===== src/rtl/branch_resolution_unit.sv =====
// ---------------------------------------------------------------------------
// branch_resolution_unit
//
// Execute-side partner of the fetch-stage branch predictor. Every prediction
// made at fetch is recorded in an in-order in-flight queue. When the oldest
// instruction resolves in execute, the head entry is compared against the
// actual outcome. The unit then trains the predictor and, on a misprediction,
// redirects fetch and flushes the wrong-path entries.
//
// Ports:
//   CLK, RST                 clock, synchronous active-high reset
//   FETCH_VALID/PC/PRED_*    prediction made at fetch (pushed into the queue)
//   EX_VALID/IS_BRANCH/...   resolution of the oldest in-flight instruction
//   STALL                    queue full, fetch must hold
//   LEARN_*                  one-cycle training strobe to the predictor
//   REDIRECT_VALID/PC        one-cycle fetch restart on misprediction
//   FLUSHING                 high while the FSM is in FLUSH
//   UNDERFLOW                sticky: EX_VALID arrived with an empty queue
//   MISPREDICT_COUNT         saturating misprediction counter
//   DBG_STATE, DBG_COUNT     FSM state (0 = RUN, 1 = FLUSH) and queue occupancy
//
// Handshake: a fetch beat transfers on a rising edge where FETCH_VALID is
// high, the FSM is in RUN, no misprediction resolves that cycle, and either
// STALL is low or a pop happens in the same cycle. STALL acts as the inverted
// ready and depends only on registered state. A beat offered while STALL is
// high without a simultaneous pop is dropped, so fetch must hold while stalled.
// ---------------------------------------------------------------------------
module branch_resolution_unit #(
    parameter int DEPTH        = 4,
    parameter int FLUSH_CYCLES = 2,
    parameter int CNT_W        = 16
) (
    input  logic                     CLK,
    input  logic                     RST,
    input  logic                     FETCH_VALID,
    input  logic [31:0]              FETCH_PC,
    input  logic                     FETCH_PRED_TAKEN,
    input  logic [31:0]              FETCH_PRED_TARGET,
    input  logic                     EX_VALID,
    input  logic                     EX_IS_BRANCH,
    input  logic                     EX_TAKEN,
    input  logic [31:0]              EX_TARGET,
    output logic                     STALL,
    output logic                     LEARN_VALID,
    output logic [31:0]              LEARN_PC,
    output logic [31:0]              LEARN_TARGET,
    output logic                     LEARN_SELECT,
    output logic                     REDIRECT_VALID,
    output logic [31:0]              REDIRECT_PC,
    output logic                     FLUSHING,
    output logic                     UNDERFLOW,
    output logic [CNT_W-1:0]         MISPREDICT_COUNT,
    output logic                     DBG_STATE,
    output logic [$clog2(DEPTH):0]   DBG_COUNT
);

    localparam int PTR_W = $clog2(DEPTH);
    localparam int OCC_W = PTR_W + 1;
    localparam int FC_W  = $clog2(FLUSH_CYCLES + 1);
    localparam logic [OCC_W-1:0] FULL       = OCC_W'(DEPTH);
    localparam logic [FC_W-1:0]  FLUSH_LOAD = FC_W'(FLUSH_CYCLES - 1);

    typedef enum logic {
        RUN   = 1'b0,
        FLUSH = 1'b1
    } state_t;

    // queue storage, no reset needed: an entry is only read while count > 0
    logic [31:0] q_pc     [DEPTH];
    logic        q_taken  [DEPTH];
    logic [31:0] q_target [DEPTH];

    logic [PTR_W-1:0] head;
    logic [PTR_W-1:0] tail;
    logic [OCC_W-1:0] count;
    state_t           state;
    logic [FC_W-1:0]  flush_cnt;

    logic        in_run;
    logic        pop;
    logic        push;
    logic        mispredict;
    logic [31:0] head_pc;
    logic        head_taken;
    logic [31:0] head_target;
    logic [31:0] correct_pc;

    always_comb begin
        in_run      = (state == RUN);
        head_pc     = q_pc[head];
        head_taken  = q_taken[head];
        head_target = q_target[head];
        pop         = EX_VALID && in_run && (count != '0);
        mispredict  = 1'b0;
        if (pop) begin
            if (EX_IS_BRANCH)
                mispredict = (EX_TAKEN != head_taken) ||
                             (EX_TAKEN && (EX_TARGET != head_target));
            else
                mispredict = head_taken;
        end
        // a mispredicting cycle discards fetch: it is already wrong-path
        push       = FETCH_VALID && in_run && !mispredict && ((count != FULL) || pop);
        correct_pc = (EX_IS_BRANCH && EX_TAKEN) ? EX_TARGET : head_pc + 32'd4;
    end

    assign STALL     = (count == FULL);
    assign FLUSHING  = (state == FLUSH);
    assign DBG_STATE = state;
    assign DBG_COUNT = count;

    always_ff @(posedge CLK) begin
        if (push) begin
            q_pc[tail]     <= FETCH_PC;
            q_taken[tail]  <= FETCH_PRED_TAKEN;
            q_target[tail] <= FETCH_PRED_TARGET;
        end
    end

    always_ff @(posedge CLK) begin
        if (RST) begin
            head             <= '0;
            tail             <= '0;
            count            <= '0;
            state            <= RUN;
            flush_cnt        <= '0;
            LEARN_VALID      <= 1'b0;
            LEARN_PC         <= '0;
            LEARN_TARGET     <= '0;
            LEARN_SELECT     <= 1'b0;
            REDIRECT_VALID   <= 1'b0;
            REDIRECT_PC      <= '0;
            UNDERFLOW        <= 1'b0;
            MISPREDICT_COUNT <= '0;
        end else begin
            // strobes last one cycle and their payload reads as zero when idle
            LEARN_VALID    <= 1'b0;
            LEARN_PC       <= '0;
            LEARN_TARGET   <= '0;
            LEARN_SELECT   <= 1'b0;
            REDIRECT_VALID <= 1'b0;
            REDIRECT_PC    <= '0;

            if (state == RUN) begin
                if (EX_VALID && (count == '0))
                    UNDERFLOW <= 1'b1;

                if (pop && (EX_IS_BRANCH || mispredict)) begin
                    LEARN_VALID  <= 1'b1;
                    LEARN_PC     <= head_pc;
                    LEARN_TARGET <= EX_TAKEN ? EX_TARGET : 32'd0;
                    LEARN_SELECT <= EX_IS_BRANCH && EX_TAKEN;
                end

                if (mispredict) begin
                    REDIRECT_VALID <= 1'b1;
                    REDIRECT_PC    <= correct_pc;
                    // every younger entry is wrong-path
                    head           <= '0;
                    tail           <= '0;
                    count          <= '0;
                    if (MISPREDICT_COUNT != '1)
                        MISPREDICT_COUNT <= MISPREDICT_COUNT + 1'b1;
                    state          <= FLUSH;
                    flush_cnt      <= FLUSH_LOAD;
                end else begin
                    if (push)
                        tail <= tail + 1'b1;
                    if (pop)
                        head <= head + 1'b1;
                    if (push && !pop)
                        count <= count + 1'b1;
                    else if (pop && !push)
                        count <= count - 1'b1;
                end
            end else begin
                // FLUSH: fetch and execute inputs are ignored entirely
                if (flush_cnt == '0)
                    state <= RUN;
                else
                    flush_cnt <= flush_cnt - 1'b1;
            end
        end
    end

endmodule


===== config.mk =====
export PLATFORM = sky130hd
export DESIGN_NAME = branch_resolution_unit
export DESIGN_NICKNAME = d
export VERILOG_FILES = /design/src/rtl/branch_resolution_unit.sv
export SDC_FILE = /design/constraint.sdc
export NUM_CORES = 1
export LEC_CHECK = 0
export ABC_AREA = 1
export BUFFER_PORTS_ARGS = -buffer_cell sky130_fd_sc_hd__buf_2
export CORE_MARGIN = 2
export CORE_UTILIZATION = 57
export CTS_CLUSTER_DIAMETER = 50
export DETAILED_ROUTE_END_ITERATION = 6
export HOLD_SLACK_MARGIN = 0.05
export PLACE_DENSITY_LB_ADDON = 0.12
export SYNTH_ARGS = -nofsm -noshare
export SYNTH_HDL_FRONTEND = slang
export SYNTH_SLANG_ARGS = --single-unit

===== constraint.sdc =====
create_clock -name CLK -period 7.85 [get_ports CLK]
set_clock_uncertainty 0.1 [all_clocks]
set_input_delay 1.57 -clock CLK [delete_from_list [all_inputs] [get_ports CLK]]
set_output_delay 1.57 -clock CLK [all_outputs]
set_load 0.03 [all_outputs]

Yosys cells after proc, flatten, opt, wreduce, memory -nomap -nowiden:

Memory sizes are Yosys's and may differ from the RTL's. A register that Yosys moved wholly into a read port is not among the register bits.
Index checks and enable logic that the tools add are counted.

* flip-flop bits (word level): 126
* bits in latches: 0
* memory bits (writable): 260
* ROM bits: 0
* input port bits: 103
* output and inout port bits: 122
* logic and storage cells: 92
* memories kept: 3

* add/sub/neg operators: 7
* multiply operators: 0
* divide/modulo/power cells: 0
* $lt $le $gt $ge: 0
* equality and inequality tests: 6
* shift-type cells: 0
* mux-type cells: 25
* bitwise operators: 4
* reductions and logical operators: 34

Memory list
* q_pc: words 4, bits a word 32, read ports 1, clocked after memory_dff 1, write ports 1, line 69 `logic [31:0] q_pc [DEPTH];`
* q_target: words 4, bits a word 32, read ports 1, clocked after memory_dff 1, write ports 1, line 71 `logic [31:0] q_target [DEPTH];`
* q_taken: words 4, bits a word 1, read ports 1, clocked after memory_dff 1, write ports 1, line 70 `logic q_taken [DEPTH];`

Operator list (count)
* adder 32 x 3 -> 32 bit (second input constant): 1
* two-way mux 32 bit: 1
* != test 32 bit: 1
* two-way mux 2 bit: 13
* adder 16 x 1 -> 16 bit (second input constant): 1
* != test 16 bit (second input constant): 1
* logical AND 1 bit: 11
* AND reduction 2 bit: 5
* two-way mux 3 bit: 3
* two-way mux 1 bit: 8
* nonzero test 2 bit: 3
* nonzero test 3 bit: 2
* OR reduction 3 bit: 2
* adder 2 x 1 -> 2 bit (second input constant): 2
* NOT 1 bit: 4
* OR reduction 4 bit: 1
* adder 3 x 1 -> 3 bit (second input constant): 1
* equality test 3 bit (second input constant): 1
* logical NOT 1 bit: 3
* logical NOT 3 bit: 1
* logical OR 1 bit: 3
* != test 3 bit (second input constant): 1
* AND reduction 3 bit: 1
* subtractor 3 x 1 -> 3 bit (second input constant): 1
* other kinds (5): 5

Logic depth before layout (Yosys ltp):

* word-level depth: 13
* gate-level depth with buffers: 22
* depth with buffers taken out: 19

Worst setup path before layout:

No wires, ideal clock.

* kind: input to register
* start point: in EX_IS_BRANCH
* end point: mem q_pc[0][0], enable pin
* library setup time: 0.489 ns
* arrival time: 5.479 ns
* data required time: 7.261 ns
* setup slack: 1.782 ns
* stages on the path: 13
* buffers on the path: 1
* path through: nand2_1 inv_1 nand3_1 nor2_1 nand2_1 nor2_1 nand2_1 nor2_1 nand3_1 nand2_1 buf_6 nand3b_1 nor2_1

* word-level cells in the longest chain between the ends: 7

Ends and longest elaborated chain
* start: declaration: line 40 `input logic EX_IS_BRANCH,`
* two-way mux 1 bit: line 96 `if (EX_IS_BRANCH)`
* two-way mux 1 bit: line 95 `if (pop) begin`
* logical NOT 1 bit: line 103 `push = FETCH_VALID && in_run && !mispredict && ((count != FULL) || pop);`
* logical AND 1 bit (2 in series): line 103
* two-way mux 1 bit: line 113 `if (push) begin`
* two-way mux 1 bit (implied by the code): line 114 `q_pc[tail] <= FETCH_PC;`
* end: declaration: line 69

Every way passes these cells.

==> flow_metrics.tcl <==
set metrics [dict create \
    status "complete, no violations" \
    seq_area_frac_synth_pct 65.2 \
    p_comb_share_pct 28.4 \
    cts_sinks 388 \
    rows 61 \
    path_class "reg2reg" \
    fmax_mhz 181 \
    nNetsFinal 1839 \
    dp_hpwl_mm 26.6 \
    synth_nets 1625 \
    grt_overflow 0 \
    syn_inst 1514 \
    cts_max_path_buffers 3 \
    synth_flop_cell "edfxtp_1" \
    core_mm2 0.0276 \
    synthArstFlopShare_pct 0 \
    total_leakage_power_nw 7.59 \
    vias 11600 \
    syn_area_mm2 0.0159 \
    slew_headroom_pct 30.0 \
    grt_pass1_vias 10800 \
    numCtsBuffers 39 \
    dr.pass1.iters 5 \
    startpoint_type "flop" \
    setup_viol 0 \
    r2r_slack_ps 2340 \
    ios 225 \
    final.setup.tns_ps 0 \
    internal_power_mw 3.94 \
    dieWidth_um 171 \
    wl_per_cell_um 18.9 \
    gp_congestion 0.905 \
    critPathArrivalTime_ps 5570 \
    syn_to_final_growth_pct 15.5 \
    drcViolationCount 0 \
    hold_class "reg2reg" \
    yosys_register_bits 388 \
    antenna_found_initial 5 \
    p_seq_share_pct 42.4 \
    yosysWarnings 0 \
    ir_drop_v 0.000274 \
    end_kind "flop" \
    drive_gt1_share_pct 20.6 \
    wirelength_mm 40.4 \
    grt_util_all_layers_pct 27.6 \
    cts_tree "yes" \
    synth_edf_count 260 \
    p_sw_mw 2.14 \
    via_per_inst 5.42 \
    postCtsSetupRepairBufs 0 \
    min_period_ps 5510 \
    htreeDepth 2 \
    clk_latency_ps 530 \
    chipHeight_um 171 \
    rsz0062_at_grt "false" \
    hold_viol_final 0 \
    dieArea_mm2 0.0293 \
    finalMaxSlewViolations 0 \
    grt_max_degree 93 \
    io_buffers 224 \
    clkPwrFrac_pct 29.3 \
    period_share_pct 70.2 \
    fillers 2150 \
    fin_cells 2137 \
    critPathMaxFanout 92 \
    post-place-cells 2065 \
    max_slew.worst_pin.slew_ps 1050 \
    drtIter0Drc 1142 \
    powerDensity_mw_per_mm2 331 \
    switching_share_pct 35.2 \
    drv_cap 0 \
    synth_cell_types 43 \
    yosysTopAreaCell "edfxtp_1" \
    cts_resized 0 \
    path_clk_slew_ps 60 \
    grt_pass1_wl_mm 60.5 \
    root_buffer "clkbuf_16" \
    start_util_pct 57.6 \
    yosysTopAreaCellShare_pct 49.1 \
    avgSynthCellArea_um2 10.5 \
    holdBufCountCts 0 \
    critPathRequiredTime_ps 7910 \
    synthTopCellsByArea "edfxtp_1, dfxtp_1, nand2_1" \
    postRouteAntennaNets 0 \
]
cell usage after synthesis (13+ instances only):
library cell	instances
nand2_1	415
edfxtp_1	260
nor2_1	155
nand3_1	137
dfxtp_1	128
inv_1	96
a21oi_1	59
xor2_1	33
o21ai_0	26
buf_2	23
inv_2	17
nor3_1	13
through the flow:
stage                     worst slack (ps)  power, mW  area [um^2]  utilization [%]  hold slack, ps
final                                 2340       6.08        18400             66.5             339
after global placement                2410       4.28        17100             62.0             328
after detailed placement              2320       4.32        17100             62.0             332
after CTS                             2390       6.09        18400             66.5             342
after global routing                  1910       6.38        18400             66.5             376
after floorplan                       1780       3.90        15900                -             319
path summary, 6_finish.rpt:
| kind | from | endpoint | cells past startpoint |
|---|---|---|---|
| worst max-delay path | flop | q_pc[3][16]$_DFFE_PP_ | 15 |
| worst min-delay path | head[1]$_SDFFE_PP0P_ | flop | 1 |
| worst max register to register | flop | q_pc[3][16]$_DFFE_PP_ | 15 |
| worst min register to register | head[1]$_SDFFE_PP0P_ | flop | 1 |
worst max-delay path, stage by stage, from the launching register on:
cell      delay [ps]
dfxtp_4          560
inv_4            820
buf_4            510
nand2_1          110
nand3_1          110
nand2_1           60
nand2_1           60
nand4_1          100
nor2_1           100
nand2_1           60
nor2_1            80
nand3_1           70
nand2_1          370
nand3b_1         500
nor2_4           720
buf_4            690
placed cells by master (no fill, tap or decap), types with 3 or more instances in the layout:
| cell | instances |
|---|---|
| edfxtp_1 | 260 |
| inv_4 | 3 |
| nand3_1 | 137 |
| nand2_1 | 415 |
| o21ai_1 | 4 |
| xor2_1 | 33 |
| dfxtp_1 | 126 |
| clkbuf_16 | 41 |
| inv_1 | 96 |
| nor2_4 | 8 |
| nor3_2 | 6 |
| inv_6 | 3 |
| buf_2 | 224 |
| a31oi_1 | 6 |
| nor4_1 | 3 |
| clkbuf_1 | 13 |
| buf_4 | 12 |
| clkinv_1 | 4 |
| nor3_1 | 13 |
| a32oi_1 | 5 |
| ha_1 | 7 |
| nor2_1 | 151 |
| o21ai_0 | 26 |
| a21oi_1 | 59 |
| a211oi_1 | 9 |
| inv_2 | 17 |
| a32oi_2 | 12 |
| nand4_1 | 12 |
| a32o_1 | 3 |
| nor2_2 | 10 |
| xnor2_1 | 4 |
| nand2_2 | 9 |
cells by family after synthesis:
family / after synthesis / share of synthesized area, %
compound gates: 130 / 5.59
xor+xnor: 37 / 2.04
fa+ha+maj: 8 / 0.677
buf+inv: 178 / 5.77
flops: 388 / 65.2
simple gates: 773 / 20.7
area by class of cell:
class	instances	area, um^2	area share, %
multi-input cells	948	4650	25.3
clock inverters	17	151	0.824
inverters	115	437	2.38
flip-flops and latches	388	10400	56.5
diodes	1	2.50	0.0136
well taps	378	473	2.57
clock buffers	54	1070	5.85
repair buffers	236	1210	6.59
power groups by stage:
stage | Clock (mW) | Sequential (mW) | Combinational [mW]
after detailed placement | 0 | 2.62 | 1.70
after global routing | 1.88 | 2.60 | 1.90
after floorplan | 0 | 2.70 | 1.20
final | 1.78 | 2.58 | 1.72
after CTS | 1.80 | 2.58 | 1.71
after global placement | 0 | 2.61 | 1.67
metal layers:
| metal | up-vias | part of all wire [%] | global-route usage [%] | routed length (um) |
|---|---|---|---|---|
| met5 | - | 0.14 | 0 | 56 |
| met4 | 8 | 2.6 | 8.95 | 1060 |
| met3 | 77 | 9.7 | 6.01 | 3930 |
| met2 | 533 | 46 | 43.0 | 18400 |
| met1 | 5453 | 42 | 38.8 | 16900 |
| li1 | 5513 | - | - | - |
state kept, by name, indices dropped and copies added, names as in the netlist, named ones only:
signal / flops
DBG_COUNT: 3
DBG_STATE: 1
LEARN_PC: 32
LEARN_SELECT: 1
LEARN_TARGET: 32
LEARN_VALID: 1
MISPREDICT_COUNT: 16
REDIRECT_PC: 32
REDIRECT_VALID: 1
UNDERFLOW: 1
flush_cnt: 2
head: 2
q_pc: 128
q_taken: 4
q_target: 128
tail: 2
Note: power is estimated with default switching activity, not from simulation.
